===== config.mk =====
export PLATFORM = sky130hd
export DESIGN_NAME = axi_lite_cmd_master
export DESIGN_NICKNAME = d
export VERILOG_FILES = /design/src/rtl/axi_lite_cmd_master.sv
export SDC_FILE = /design/constraint.sdc
export NUM_CORES = 1
export LEC_CHECK = 0
export ABC_AREA = 0
export CAP_MARGIN = 20
export CORE_AREA = 5 5 116 118
export DETAILED_ROUTE_END_ITERATION = 8
export DIE_AREA = 0 0 121 123
export PLACE_DENSITY_LB_ADDON = 0.3
export SLEW_MARGIN = 25
export SYNTH_ARGS = -nofsm -noshare
export SYNTH_HDL_FRONTEND = slang
export SYNTH_SLANG_ARGS = --single-unit

===== constraint.sdc =====
create_clock -name clk -period 3.7 [get_ports clk]
set_clock_uncertainty 0.05 [all_clocks]
set_input_delay 0.74 -clock clk [delete_from_list [all_inputs] [get_ports clk]]
set_output_delay 0.74 -clock clk [all_outputs]
set_load 0.005 [all_outputs]

===== src/rtl/axi_lite_cmd_master.sv =====
// ---------------------------------------------------------------------------
// axi_lite_cmd_master
//
// Single-outstanding AXI4-Lite initiator. A caller presents one command on a
// valid/ready strobe interface; the block turns it into an AXI-Lite write
// (AW + W + B) or read (AR + R) and then reports the outcome with a
// one-cycle rsp_valid pulse. A programmable timeout bounds how long the
// block waits for B or R, so a hung slave cannot stall the caller forever.
//
// Ports
//   clk, rst            : clock and asynchronous active-high reset
//   cmd_valid/cmd_ready : command handshake (cmd_ready only while idle)
//   cmd_write           : 1 = write, 0 = read
//   cmd_addr            : byte address
//   cmd_wdata/cmd_wstrb : write data and byte strobes
//   rsp_valid           : one-cycle pulse, transaction finished
//   rsp_write           : finished transaction was a write
//   rsp_rdata           : read data (0 for writes and on timeout)
//   rsp_resp            : BRESP/RRESP, or 2'b10 on timeout
//   rsp_timeout         : transaction ended by the timeout
//   M_AXI_*             : AXI4-Lite master channels AW, W, B, AR, R
// ---------------------------------------------------------------------------
module axi_lite_cmd_master #(
    parameter int C_M_AXI_DATA_WIDTH = 32,
    parameter int C_M_AXI_ADDR_WIDTH = 9,
    parameter int C_TIMEOUT_CYCLES   = 1024
) (
    input  logic                            clk,
    input  logic                            rst,

    input  logic                            cmd_valid,
    output logic                            cmd_ready,
    input  logic                            cmd_write,
    input  logic [C_M_AXI_ADDR_WIDTH-1:0]   cmd_addr,
    input  logic [C_M_AXI_DATA_WIDTH-1:0]   cmd_wdata,
    input  logic [C_M_AXI_DATA_WIDTH/8-1:0] cmd_wstrb,

    output logic                            rsp_valid,
    output logic                            rsp_write,
    output logic [C_M_AXI_DATA_WIDTH-1:0]   rsp_rdata,
    output logic [1:0]                      rsp_resp,
    output logic                            rsp_timeout,

    output logic [C_M_AXI_ADDR_WIDTH-1:0]   M_AXI_AWADDR,
    output logic                            M_AXI_AWVALID,
    input  logic                            M_AXI_AWREADY,

    output logic [C_M_AXI_DATA_WIDTH-1:0]   M_AXI_WDATA,
    output logic [C_M_AXI_DATA_WIDTH/8-1:0] M_AXI_WSTRB,
    output logic                            M_AXI_WVALID,
    input  logic                            M_AXI_WREADY,

    input  logic [1:0]                      M_AXI_BRESP,
    input  logic                            M_AXI_BVALID,
    output logic                            M_AXI_BREADY,

    output logic [C_M_AXI_ADDR_WIDTH-1:0]   M_AXI_ARADDR,
    output logic                            M_AXI_ARVALID,
    input  logic                            M_AXI_ARREADY,

    input  logic [C_M_AXI_DATA_WIDTH-1:0]   M_AXI_RDATA,
    input  logic [1:0]                      M_AXI_RRESP,
    input  logic                            M_AXI_RVALID,
    output logic                            M_AXI_RREADY
);

    localparam int                CNT_W      = $clog2(C_TIMEOUT_CYCLES);
    localparam logic [CNT_W-1:0]  TIMER_LAST = CNT_W'(C_TIMEOUT_CYCLES - 1);
    localparam logic [1:0]        RESP_SLVERR = 2'b10;

    typedef enum logic [2:0] {
        IDLE,
        WR_REQ,
        WR_RESP,
        RD_REQ,
        RD_RESP,
        DONE
    } state_t;

    state_t                            r_state;
    logic                              r_cmdReady;
    logic                              r_rspValid;
    logic                              r_rspWrite;
    logic [C_M_AXI_DATA_WIDTH-1:0]     r_rspRdata;
    logic [1:0]                        r_rspResp;
    logic                              r_rspTimeout;
    logic [C_M_AXI_ADDR_WIDTH-1:0]     r_awAddr;
    logic                              r_awValid;
    logic [C_M_AXI_DATA_WIDTH-1:0]     r_wData;
    logic [C_M_AXI_DATA_WIDTH/8-1:0]   r_wStrb;
    logic                              r_wValid;
    logic                              r_bReady;
    logic [C_M_AXI_ADDR_WIDTH-1:0]     r_arAddr;
    logic                              r_arValid;
    logic                              r_rReady;
    logic                              r_awDone;
    logic                              r_wDone;
    logic [CNT_W-1:0]                  r_timer;

    logic w_awHs;
    logic w_wHs;
    logic w_bHs;
    logic w_arHs;
    logic w_rHs;
    logic w_awDone;
    logic w_wDone;
    logic w_timerLast;

    // Handshake detection; the done flags fold in a handshake happening
    // this cycle so AW and W may complete in either order or together.
    assign w_awHs      = r_awValid & M_AXI_AWREADY;
    assign w_wHs       = r_wValid  & M_AXI_WREADY;
    assign w_bHs       = r_bReady  & M_AXI_BVALID;
    assign w_arHs      = r_arValid & M_AXI_ARREADY;
    assign w_rHs       = r_rReady  & M_AXI_RVALID;
    assign w_awDone    = r_awDone | w_awHs;
    assign w_wDone     = r_wDone  | w_wHs;
    assign w_timerLast = (r_timer == TIMER_LAST);

    // Transaction sequencer. Every output is a register written here, so
    // bus valids/readies and the response fields change only on clock
    // edges (or asynchronously to 0 on reset). rsp_valid defaults low and
    // is raised only on the edge that enters DONE, which makes it a single
    // cycle pulse. In the response states a handshake is tested before the
    // timeout so a response arriving in the final cycle still wins.
    always_ff @(posedge clk or posedge rst) begin
        if (rst) begin
            r_state      <= IDLE;
            r_cmdReady   <= 1'b0;
            r_rspValid   <= 1'b0;
            r_rspWrite   <= 1'b0;
            r_rspRdata   <= '0;
            r_rspResp    <= 2'b00;
            r_rspTimeout <= 1'b0;
            r_awAddr     <= '0;
            r_awValid    <= 1'b0;
            r_wData      <= '0;
            r_wStrb      <= '0;
            r_wValid     <= 1'b0;
            r_bReady     <= 1'b0;
            r_arAddr     <= '0;
            r_arValid    <= 1'b0;
            r_rReady     <= 1'b0;
            r_awDone     <= 1'b0;
            r_wDone      <= 1'b0;
            r_timer      <= '0;
        end else begin
            r_rspValid <= 1'b0;
            case (r_state)
                IDLE: begin
                    if (cmd_valid && r_cmdReady) begin
                        r_cmdReady <= 1'b0;
                        if (cmd_write) begin
                            r_awAddr  <= cmd_addr;
                            r_wData   <= cmd_wdata;
                            r_wStrb   <= cmd_wstrb;
                            r_awValid <= 1'b1;
                            r_wValid  <= 1'b1;
                            r_awDone  <= 1'b0;
                            r_wDone   <= 1'b0;
                            r_state   <= WR_REQ;
                        end else begin
                            r_arAddr  <= cmd_addr;
                            r_arValid <= 1'b1;
                            r_state   <= RD_REQ;
                        end
                    end else begin
                        // Also raises cmd_ready the first cycle after reset.
                        r_cmdReady <= 1'b1;
                    end
                end
                WR_REQ: begin
                    if (w_awHs) r_awValid <= 1'b0;
                    if (w_wHs)  r_wValid  <= 1'b0;
                    r_awDone <= w_awDone;
                    r_wDone  <= w_wDone;
                    if (w_awDone && w_wDone) begin
                        r_bReady <= 1'b1;
                        r_timer  <= '0;
                        r_state  <= WR_RESP;
                    end
                end
                WR_RESP: begin
                    if (w_bHs) begin
                        r_bReady     <= 1'b0;
                        r_rspValid   <= 1'b1;
                        r_rspWrite   <= 1'b1;
                        r_rspRdata   <= '0;
                        r_rspResp    <= M_AXI_BRESP;
                        r_rspTimeout <= 1'b0;
                        r_state      <= DONE;
                    end else if (w_timerLast) begin
                        r_bReady     <= 1'b0;
                        r_rspValid   <= 1'b1;
                        r_rspWrite   <= 1'b1;
                        r_rspRdata   <= '0;
                        r_rspResp    <= RESP_SLVERR;
                        r_rspTimeout <= 1'b1;
                        r_state      <= DONE;
                    end else begin
                        r_timer <= r_timer + CNT_W'(1);
                    end
                end
                RD_REQ: begin
                    if (w_arHs) begin
                        r_arValid <= 1'b0;
                        r_rReady  <= 1'b1;
                        r_timer   <= '0;
                        r_state   <= RD_RESP;
                    end
                end
                RD_RESP: begin
                    if (w_rHs) begin
                        r_rReady     <= 1'b0;
                        r_rspValid   <= 1'b1;
                        r_rspWrite   <= 1'b0;
                        r_rspRdata   <= M_AXI_RDATA;
                        r_rspResp    <= M_AXI_RRESP;
                        r_rspTimeout <= 1'b0;
                        r_state      <= DONE;
                    end else if (w_timerLast) begin
                        r_rReady     <= 1'b0;
                        r_rspValid   <= 1'b1;
                        r_rspWrite   <= 1'b0;
                        r_rspRdata   <= '0;
                        r_rspResp    <= RESP_SLVERR;
                        r_rspTimeout <= 1'b1;
                        r_state      <= DONE;
                    end else begin
                        r_timer <= r_timer + CNT_W'(1);
                    end
                end
                DONE: begin
                    r_cmdReady <= 1'b1;
                    r_state    <= IDLE;
                end
                default: begin
                    r_state <= IDLE;
                end
            endcase
        end
    end

    assign cmd_ready     = r_cmdReady;
    assign rsp_valid     = r_rspValid;
    assign rsp_write     = r_rspWrite;
    assign rsp_rdata     = r_rspRdata;
    assign rsp_resp      = r_rspResp;
    assign rsp_timeout   = r_rspTimeout;
    assign M_AXI_AWADDR  = r_awAddr;
    assign M_AXI_AWVALID = r_awValid;
    assign M_AXI_WDATA   = r_wData;
    assign M_AXI_WSTRB   = r_wStrb;
    assign M_AXI_WVALID  = r_wValid;
    assign M_AXI_BREADY  = r_bReady;
    assign M_AXI_ARADDR  = r_arAddr;
    assign M_AXI_ARVALID = r_arValid;
    assign M_AXI_RREADY  = r_rReady;

endmodule

==> report_table.html <==
<table>
<tr><th>Metric</th><th>Value</th></tr>
<tr><th colspan="2">Yosys</th></tr>
<tr><td>Area fraction of the dominant cell type after synthesis</td><td>60.44%</td></tr>
<tr><td>Register bit count reported by yosys</td><td>112</td></tr>
<tr><td>Number of warning messages in the yosys log</td><td>0</td></tr>
<tr><td>Mean instance size in the synthesized netlist</td><td>13.64 um2</td></tr>
<tr><td>Largest cells by area after synthesis</td><td>sky130_fd_sc_hd__dfrtp_1, sky130_fd_sc_hd__mux2_2, sky130_fd_sc_hd__a22o_1, sky130_fd_sc_hd__a21oi_1, sky130_fd_sc_hd__buf_6</td></tr>
<tr><td>Post-synth EDFFs</td><td>0</td></tr>
<tr><td>Number of nets in the synthesized netlist</td><td>approximately 430</td></tr>
<tr><td>Leading register cell type out of synthesis</td><td>sky130_fd_sc_hd__dfrtp_1</td></tr>
<tr><td>Part of the Yosys area used for sequential elements</td><td>between 60 and 70%</td></tr>
<tr><td>Async set or reset register ratio after synthesis</td><td>100.0%</td></tr>
<tr><td>Cell count after synthesis</td><td>340</td></tr>
<tr><td>Post-synthesis cell area</td><td>roughly 0.0046 mm2</td></tr>
<tr><td>Library cell occupying the most area in the post-synthesis netlist</td><td>sky130_fd_sc_hd__dfrtp_1</td></tr>
<tr><td>Number of different library cells in the post-synthesis netlist</td><td>a little under 50</td></tr>
<tr><th colspan="2">Clock tree</th></tr>
<tr><td>Buffers inserted by post-CTS timing repair</td><td>0</td></tr>
<tr><td>Cell at the root of the clock tree</td><td>sky130_fd_sc_hd__clkbuf_16</td></tr>
<tr><td>Post-CTS Resized</td><td>0</td></tr>
<tr><td>Source-to-sink clock delay at the later pin of the worst-skew pair</td><td>0.35 ns</td></tr>
<tr><td>Sink count of the clock tree</td><td>approximately 110</td></tr>
<tr><td>Max H-tree Level</td><td>3</td></tr>
<tr><td>CTS tree</td><td>done</td></tr>
<tr><td>Number of clock buffers inserted by TritonCTS</td><td>9</td></tr>
<tr><td>Maximum buffer depth of the clock tree</td><td>2</td></tr>
<tr><td>CTS clk-pin slew, worst paths</td><td>around 0.070 ns</td></tr>
<tr><td>CTS Hold Bufs</td><td>0</td></tr>
<tr><th colspan="2">Placement</th></tr>
<tr><td>Cell count after placement</td><td>~690</td></tr>
<tr><td>Weighted congestion reported at the end of routability-driven placement</td><td>between 0.8 and 0.9</td></tr>
<tr><td>Half-perimeter wire length of the detailed placement result</td><td>about 9000 um</td></tr>
<tr><td>Number of buffers added on ports</td><td>around 190</td></tr>
<tr><td>Worst slack at placement</td><td>between 0.7 and 0.8 ns</td></tr>
<tr><th colspan="2">Global routing</th></tr>
<tr><td>Peak-usage layer in the global routing report</td><td>met2</td></tr>
<tr><td>Routing usage on met2</td><td>just under 30%</td></tr>
<tr><td>Met1 Track Usage GR</td><td>about a fifth</td></tr>
<tr><td>Pin count of the biggest net entering global routing</td><td>approximately 110</td></tr>
<tr><td>Met3 GRT Util</td><td>under 10%</td></tr>
<tr><td>Wire length of the first global-routing pass</td><td>19850 um</td></tr>
<tr><td>Initial antenna violation count</td><td>0</td></tr>
<tr><td>Sum of overflow across all layers after global routing</td><td>0</td></tr>
<tr><td>Aggregate global-route resource usage</td><td>between 15 and 20%</td></tr>
<tr><td>Vias in the first global route</td><td>between 3000 and 4000</td></tr>
<tr><th colspan="2">Floorplan</th></tr>
<tr><td>Die span in x</td><td>121 um</td></tr>
<tr><td>Initial core utilization</td><td>between 30 and 40%</td></tr>
<tr><td>IO Count</td><td>about 190</td></tr>
<tr><td>Row Count</td><td>just over 40</td></tr>
<tr><td>Std-Cell Core Area</td><td>around 0.012 mm2</td></tr>
<tr><td>Height of the chip</td><td>~120 um</td></tr>
<tr><td>Full die area</td><td>around 0.015 mm2</td></tr>
<tr><th colspan="2">Power</th></tr>
<tr><td>Switching share of power</td><td>around 30%</td></tr>
<tr><td>Clock network fraction of design power</td><td>between 10% and 20%</td></tr>
<tr><td>Design internal power</td><td>around 3700 uW</td></tr>
<tr><td>Power Dens Cells</td><td>approximately 750 mW/mm2</td></tr>
<tr><td>Relative contribution of sequential cells to total power</td><td>39.9%</td></tr>
<tr><td>Combinational power share</td><td>roughly two fifths</td></tr>
<tr><td>Worst vdd ir</td><td>414.3 uV</td></tr>
<tr><td>Static power due to leakage</td><td>around 0.003 uW</td></tr>
<tr><td>Sw power</td><td>between 1500 and 2000 uW</td></tr>
<tr><th colspan="2">Routing</th></tr>
<tr><td>Avg Vias per Cell</td><td>4.942</td></tr>
<tr><td>Post-route DRC violation count</td><td>0</td></tr>
<tr><td>Total via count in the routed design</td><td>3479</td></tr>
<tr><td>DRC violation total after the first TritonRoute iteration</td><td>194</td></tr>
<tr><td>Average wire length per cell after detail routing</td><td>between 15 and 20 um</td></tr>
<tr><td>Antenna-violating nets left</td><td>0</td></tr>
<tr><td>First-pass iteration count of the detailed router</td><td>4</td></tr>
<tr><td>Sum of routed wire length over all layers</td><td>roughly 12000 um</td></tr>
<tr><th colspan="2">STA</th></tr>
<tr><td>Final count of negative-setup-slack endpoints</td><td>0</td></tr>
<tr><td>Final count of hold timing violations</td><td>0</td></tr>
<tr><td>Final slew viol count</td><td>0</td></tr>
<tr><td>Final worst path period share</td><td>between 60% and 70%</td></tr>
<tr><td>Post-Route Setup TNS</td><td>0 ns</td></tr>
<tr><td>Actual slew at the worst max-slew pin</td><td>about 0.75 ns</td></tr>
<tr><td>Minimum clock period</td><td>2.552 ns</td></tr>
<tr><td>RSZ-0062 raised after global routing</td><td>false</td></tr>
<tr><td>Headroom to the max-slew limit</td><td>roughly half</td></tr>
<tr><td>Final critical-path setup slack</td><td>between 1 and 1.5 ns</td></tr>
<tr><td>Fmax</td><td>0.3919 GHz</td></tr>
<tr><th colspan="2">Worst setup path</th></tr>
<tr><td>Arrival time at the worst endpoint</td><td>about 2.7 ns</td></tr>
<tr><td>Maximum fanout encountered on the critical timing path</td><td>32</td></tr>
<tr><td>Category of the worst setup path launch point</td><td>input port</td></tr>
<tr><td>Type of the worst setup path</td><td>in2reg</td></tr>
<tr><td>Category of the worst setup path capture point</td><td>flop</td></tr>
<tr><td>Data required time of the worst path</td><td>3.88 ns</td></tr>
<tr><th colspan="2">Flow run</th></tr>
<tr><td>Number of maximum-capacitance violations</td><td>0</td></tr>
<tr><th colspan="2">Cells and area</th></tr>
<tr><td>Fill cell instance count of the final layout</td><td>about 1000</td></tr>
<tr><td>Count of inserted antenna diode cells</td><td>0</td></tr>
<tr><td># nets final</td><td>618</td></tr>
<tr><td>Fraction of final layout cells sized beyond drive strength 1</td><td>between 15 and 20%</td></tr>
<tr><td>Area of the multi-input gates</td><td>roughly 0.0017 mm2</td></tr>
<tr><td>Util after Layout</td><td>between 50% and 60%</td></tr>
<tr><td>Area growth from synthesis to layout</td><td>50.49%</td></tr>
<tr><td>Final standard cell count with taps included and fillers excluded</td><td>between 700 and 800</td></tr>
<tr><td>Seq. cell area</td><td>between 0.002 and 0.003 mm2</td></tr>
<tr><th colspan="2">Outcome</th></tr>
<tr><td>Result of the run</td><td>finished clean</td></tr>
<tr><th colspan="2">Hold path</th></tr>
<tr><td>Hold Path Class</td><td>reg2reg</td></tr>
</table>
-- per-stage QoR --
step / total power [uW] / hold slack, ns / instance area, um2
after floorplan: 2987 / 0.4294 / 4641
after global placement: 4219 / 0.4252 / 6673
after detailed placement: 4281 / 0.4303 / 6673
after CTS: 5293 / 0.4549 / 6978
after global routing: 5546 / 0.4650 / 6978
final: 5210 / 0.4503 / 6978
-- cell usage after synthesis (2+ instances only) --
library cell	count
sky130_fd_sc_hd__nand2_1	15
sky130_fd_sc_hd__nor4_4	2
sky130_fd_sc_hd__buf_6	5
sky130_fd_sc_hd__o22a_1	2
sky130_fd_sc_hd__a22o_1	33
sky130_fd_sc_hd__inv_1	4
sky130_fd_sc_hd__a31oi_1	4
sky130_fd_sc_hd__mux2_2	54
sky130_fd_sc_hd__o21ai_0	5
sky130_fd_sc_hd__a41oi_1	2
sky130_fd_sc_hd__nand3b_1	2
sky130_fd_sc_hd__xnor2_1	6
sky130_fd_sc_hd__nand4_1	3
sky130_fd_sc_hd__nor2b_1	2
sky130_fd_sc_hd__a211oi_1	2
sky130_fd_sc_hd__a22oi_1	2
sky130_fd_sc_hd__a32o_1	2
sky130_fd_sc_hd__or2_2	2
sky130_fd_sc_hd__a21oi_1	14
sky130_fd_sc_hd__buf_2	11
sky130_fd_sc_hd__and2b_1	2
sky130_fd_sc_hd__nor4_1	7
sky130_fd_sc_hd__and4_1	3
sky130_fd_sc_hd__dfrtp_1	112
sky130_fd_sc_hd__nand3_1	6
sky130_fd_sc_hd__nor2_1	15
-- per-layer routing --
metal | up-vias | part of all wire (%)
li1 | 1638 | -
met1 | 1712 | 42
met2 | 117 | 51
met3 | 12 | 6.2
met4 | 0 | 1.4
met5 | - | 0
-- final cells by class --
type	count	share of cell area, %
Multi-Input combinational cell	207	24.49
Timing Repair Buffer	193	27.61
Sequential cell	112	40.17
Inverter	4	0.2690
Tap cell	172	3.084
Clock buffer	10	3.425
Clock inverter	6	0.9503
-- state kept, by name, indices dropped and copies added, names as in the netlist, 2 cells and up --
signal and cells:
rsp_resp 2, M_AXI_WDATA 32, r_state 3, M_AXI_WSTRB 4, M_AXI_AWADDR 9, r_timer 10, rsp_rdata 32, M_AXI_ARADDR 9
-- cell families after synthesis --
family	share of synthesized area [%]
buf+inv	2.806
flops	60.44
simple gates	8.662
fa+ha+maj	0.2698
compound gates	13.57
xor+xnor	1.133
mux	13.11
-- cells in the final DEF (no fill, tap or decap), drive strengths merged, types with 3 or more instances in the layout --
master	count
and4	3
nor4	9
a21oi	15
clkdlybuf4s50	186
nor2	15
xnor2	6
a22o	33
nand3	7
o21ai	6
clkinv	4
clkbuf	10
buf	7
nand2	16
nand4	3
inv	4
mux2	54
dfrtp	112
a31oi	4
-- critical path, cell delays in order --
cell and delay, ns:
sky130_fd_sc_hd__clkdlybuf4s50_1 0.45, sky130_fd_sc_hd__nand2_1 0.13, sky130_fd_sc_hd__nor4_4 0.25, sky130_fd_sc_hd__nand2_2 0.49
sky130_fd_sc_hd__buf_4 0.37, sky130_fd_sc_hd__mux2_2 0.29
-- worst paths after layout --
kind	endpoint	cells past startpoint	slack, ns	start
max	M_AXI_WDATA[26]$_DFFE_PP0P_	6	1.15	cmd_valid
min	rsp_rdata[25]$_DFFE_PP0P_	1	0.45	rsp_rdata[25]$_DFFE_PP0P_
max reg2reg	M_AXI_WDATA[26]$_DFFE_PP0P_	4	1.32	r_state[1]$_DFFE_PP0P_
min reg2reg	rsp_rdata[25]$_DFFE_PP0P_	1	0.45	rsp_rdata[25]$_DFFE_PP0P_
max in group asynchronous	cmd_ready$_DFFE_PP0P_	3	2.30	rst
min in group asynchronous	M_AXI_WDATA[5]$_DFFE_PP0P_	3	0.85	rst
-- power by group through the flow --
stage                     Clock (uW)  Sequential [uW]  Combinational [uW]
final                            983             2080                2150
after global routing            1060             2160                2330
after CTS                       1020             2080                2190
after detailed placement           0             2100                2180
after global placement             0             2080                2140
after floorplan                    0             2060                 922
No activity file was read; power rests on OpenSTA's default activity.
